`config.mk`:
```
export PLATFORM = sky130hd
export DESIGN_NAME = cal_cell
export DESIGN_NICKNAME = d
export VERILOG_FILES = /design/src/rtl/cal_cell.sv
export SDC_FILE = /design/constraint.sdc
export NUM_CORES = 1
export LEC_CHECK = 0
export CAP_MARGIN = 30
export CELL_PAD_IN_SITES_DETAIL_PLACEMENT = 0
export CELL_PAD_IN_SITES_GLOBAL_PLACEMENT = 1
export CORE_AREA = 10 10 47 49
export CTS_CLUSTER_SIZE = 12
export DETAILED_ROUTE_END_ITERATION = 8
export DIE_AREA = 0 0 57 59
export MAX_ROUTING_LAYER = met4
export PLACE_DENSITY = 0.52
export SYNTH_ARGS = -nofsm -noshare
export SYNTH_HDL_FRONTEND = slang
export SYNTH_SLANG_ARGS = --single-unit
```
`constraint.sdc`:
```
create_clock -name clk -period 0.9 [get_ports clk]
set_input_delay 0.09 -clock clk [delete_from_list [all_inputs] [get_ports clk]]
set_output_delay 0.09 -clock clk [all_outputs]
set_load 0.05 [all_outputs]
```
`src/rtl/cal_cell.sv`:
```
// cal_cell: registered ALU slice, WIDTH bits wide.
// Each bit has a four-function logic unit and a full adder in a ripple chain.
// arit chooses which result is registered into out.
// c_out always carries the adder carry out of the MSB.
module cal_cell #(
  parameter int WIDTH = 1
) (
  input  logic             clk,
  input  logic             rst_n,
  input  logic             in_valid,
  input  logic [WIDTH-1:0] a,
  input  logic [WIDTH-1:0] b,
  input  logic             arit,
  input  logic             c_in,
  input  logic [1:0]       s,
  output logic [WIDTH-1:0] out,
  output logic             c_out,
  output logic             out_valid
);

  // Logic function codes on s.
  localparam logic [1:0] FN_AND = 2'b00;
  localparam logic [1:0] FN_OR  = 2'b01;
  localparam logic [1:0] FN_XOR = 2'b10;
  localparam logic [1:0] FN_NOT = 2'b11;

  // Bitwise logic unit. Operand b is ignored for the NOT function.
  function automatic logic [WIDTH-1:0] logic_unit(
    input logic [WIDTH-1:0] la,
    input logic [WIDTH-1:0] lb,
    input logic [1:0]       ls
  );
    logic [WIDTH-1:0] r;
    case (ls)
      FN_AND:  r = la & lb;
      FN_OR:   r = la | lb;
      FN_XOR:  r = la ^ lb;
      FN_NOT:  r = ~la;
      default: r = '0;
    endcase
    return r;
  endfunction

  // Unsigned ripple chain of WIDTH full adders.
  // Result is {carry out of the MSB, sum}; the sum wraps modulo 2^WIDTH.
  function automatic logic [WIDTH:0] ripple_add(
    input logic [WIDTH-1:0] ra,
    input logic [WIDTH-1:0] rb,
    input logic             rc
  );
    logic [WIDTH-1:0] sum;
    logic             carry;
    logic             p;
    carry = rc;
    for (int i = 0; i < WIDTH; i++) begin
      p      = ra[i] ^ rb[i];
      sum[i] = p ^ carry;
      carry  = (ra[i] & rb[i]) | (carry & p);
    end
    return {carry, sum};
  endfunction

  // ---- stage p0: combinational evaluation of the current inputs ----
  logic [WIDTH:0]   add_p0;
  logic [WIDTH-1:0] sum_p0;
  logic             carry_p0;
  logic [WIDTH-1:0] logic_p0;
  logic [WIDTH-1:0] out_next_p0;

  // Adder and logic unit both evaluate every cycle; arit selects the one registered.
  // Selecting with a mux (instead of gating s) keeps an unused s from affecting out.
  always_comb begin
    add_p0      = ripple_add(a, b, c_in);
    sum_p0      = add_p0[WIDTH-1:0];
    carry_p0    = add_p0[WIDTH];
    logic_p0    = logic_unit(a, b, s);
    out_next_p0 = arit ? sum_p0 : logic_p0;
  end

  // ---- stage p1: output registers ----
  logic [WIDTH-1:0] out_p1;
  logic             c_out_p1;
  logic             vld_p1;

  // Capture a result on every accepted input; hold data otherwise, valid is a one-cycle pulse.
  always_ff @(posedge clk) begin
    if (!rst_n) begin
      out_p1   <= '0;
      c_out_p1 <= 1'b0;
      vld_p1   <= 1'b0;
    end else begin
      vld_p1 <= in_valid;
      if (in_valid) begin
        out_p1   <= out_next_p0;
        c_out_p1 <= carry_p0;
      end
    end
  end

  assign out       = out_p1;
  assign c_out     = c_out_p1;
  assign out_valid = vld_p1;

endmodule

```
==> metrics <==
status=finished, final reports clean; overall routing resource usage=4.03%; Rows=14; Pre-antenna DRT Iters=1; Pins Over Slew Limit=0; Final nets=52; DRC=0; clk_lat worst skew=230 ps; Post-Synth Adder-Cell Area=21.2%; Setup Fix Bufs, Post-CTS=0; final WL=563 um; overall via count from detail_route=203; DP Area=390 um^2; die area=3360 um^2; setup violators final=0; Starting Density=15.2%; vias in the first global route=241; number of diodes=0; synthesized cell area=213 um^2; total number of yosys warnings=0; design area=405 um^2; initial antenna violation count=0; Final min period=848 ps; CP max FO=1; Setup Skew=0 ps; post-synthesis cell type count=15; Pleak=0.176 nW; hold buffers post-CTS=0; #FFs+latches synth=3; Synth Area in XOR/XNOR=0%; final RePlAce weighted congestion=0.621; simple-gate area share of the yosys netlist=25.9%; HPWL Detailed=486 um; Worst-Margin Slew=217 ps; layout cell share with drive strength beyond 1=38.5%; clk sinks=3; Layout area overhead=90.6%; largest net degree at the start of global routing=5; number of vias per cell=3.69; mux share of post-synthesis cell area=4.71%; endpoints failing hold=0; CTS Root Cell=clkbuf_4; largest family of logic cells by synthesized area=simple AND/OR/NAND/NOR gates; max-cap violation count=0; Clock Tree Buf Depth=2; syn nets=34; kind of critical path=in -> reg; register area share after synthesis=28.2%; compound-gate portion of the synthesized area=16.5%; CTS tree=done; Pwr Density=1350 nW/um^2; first-pass GRT wire length=966 um; Hold WC Path Type=in -> reg; Max VDD drop=0.776 mV; I/O Buffers=11; setup TNS=0 ps; mean area per synthesized cell=9.67 um^2; CP Launch Type=input pin; Worst Path Arrival=1000 ps; H-tree levels=1; Tcrit/Tclk final=94.2%; Die W=57 um; TritonCTS buffer count=3; RSZ-0062 raised after global routing=no; gr ovfl total=0; slew margin rel.=85.4%; Avg WL per Cell=10.2 um; IO Count=12; drt initial violations=0; CP endpoint kind=flip-flop; data required time of the worst path=1050 ps; core area=1400 um^2; fmax=1180 MHz; die height=59 um; Worst-path clk slew=40 ps; final antenna-violating net count=0; Syn Inst Count=22
[final cells by class]
cell class              count  area [um^2]
flip-flops and latches      3         62.6
fillers                   160          996
clock buffers               4         26.3
inverters                   2         7.51
multi-input cells          17          145
repair buffers             13          144
well taps                  16         20.0
[kinds of logic after synthesis]
group / count (synthesis)
AO/OA/AOI/OAI: 4
buffers and inverters: 2
adder cells (fa/ha/maj): 3
AND/OR/NAND/NOR: 9
multiplexers: 1
flip-flops: 3
[cells in the mapped netlist, drive strengths merged]
cell,number,area share (%)
o21ai,3,8.8
nor2,1,1.8
and2,1,2.9
ha,2,12
a41oi,1,7.6
nor2b,5,16
mux2i,1,4.7
fa,1,9.4
nand2,1,1.8
and2b,1,3.5
dfxtp,3,28
inv,2,3.5
[metal layers]
metal / track usage, % / up-vias / part of all wire, %
li1: - / 106 / -
met1: 3.07 / 86 / 39
met2: 5.43 / 9 / 47
met3: 3.22 / 2 / 11
met4: 5.03 / 0 / 3.0
met5: - / - / 0
[cells in the final DEF (no fill, tap or decap)]
cell | synthesis | final
inv_1 | 2 | 2
nor2b_2 | 1 | 1
fa_1 | 1 | 1
mux2i_1 | 1 | 1
a41oi_2 | 1 | 1
clkdlybuf4s15_1 | 0 | 1
buf_12 | 0 | 3
nor2_1 | 1 | 1
buf_2 | 0 | 2
dfxtp_1 | 3 | 1
o21ai_0 | 1 | 1
buf_4 | 0 | 2
dlygate4sd2_1 | 0 | 1
ha_1 | 2 | 2
nand2_1 | 1 | 1
o21ai_2 | 1 | 1
clkdlybuf4s50_1 | 0 | 4
and2b_1 | 1 | 1
dfxtp_2 | 0 | 2
nor2b_1 | 4 | 4
and2_1 | 1 | 1
clkbuf_4 | 0 | 3
clkbuf_1 | 0 | 1
o21ai_1 | 1 | 1
[path summary, 6_finish.rpt]
path	from	depth (start not counted)	endpoint	slack [ps]
setup / recovery	c_in	4	out$_SDFFE_PN0P_	50
hold / removal	b	4	c_out$_SDFFE_PN0P_	320
setup reg to reg	out$_SDFFE_PN0P_	2	out$_SDFFE_PN0P_	180
hold reg to reg	c_out$_SDFFE_PN0P_	2	c_out$_SDFFE_PN0P_	540
[registers in the layout (all words and copies together) (netlist names)]
register   count
out            1
out_valid      1
c_out          1
[worst max-delay path, cell delays in order]
cell and delay, ps:
clkdlybuf4s15_1 190, fa_1 500, nand2_1 60, a41oi_2 160
[what timing repair did]
item | CTS | global route
cloned | 0 | 0
gates resized for setup | 10 | 1
setup endpoints to repair | 2 | 1
pin swaps | 3 | 4
[stage by stage]
step	instances	hold WS (ps)	util, %	worst slack (ps)	power, mW
2_1_floorplan	22	197	-	-2.55	0.221
3_3_place_gp	51	535	27.9	-637	0.324
3_5_place_dp	51	539	27.9	-659	0.324
4_1_cts	55	346	28.8	27.3	0.561
5_1_grt	55	343	28.9	3.29	0.598
6_report	55	323	28.9	51.9	0.548
[report_power, final]
part           total [mW]  internal (mW)  switching (mW)
Clock               0.237          0.166          0.0704
Sequential          0.153          0.145         0.00829
Combinational       0.159         0.0867          0.0722
Total               0.548          0.398           0.151
No activity file was read; power rests on OpenSTA's default activity.
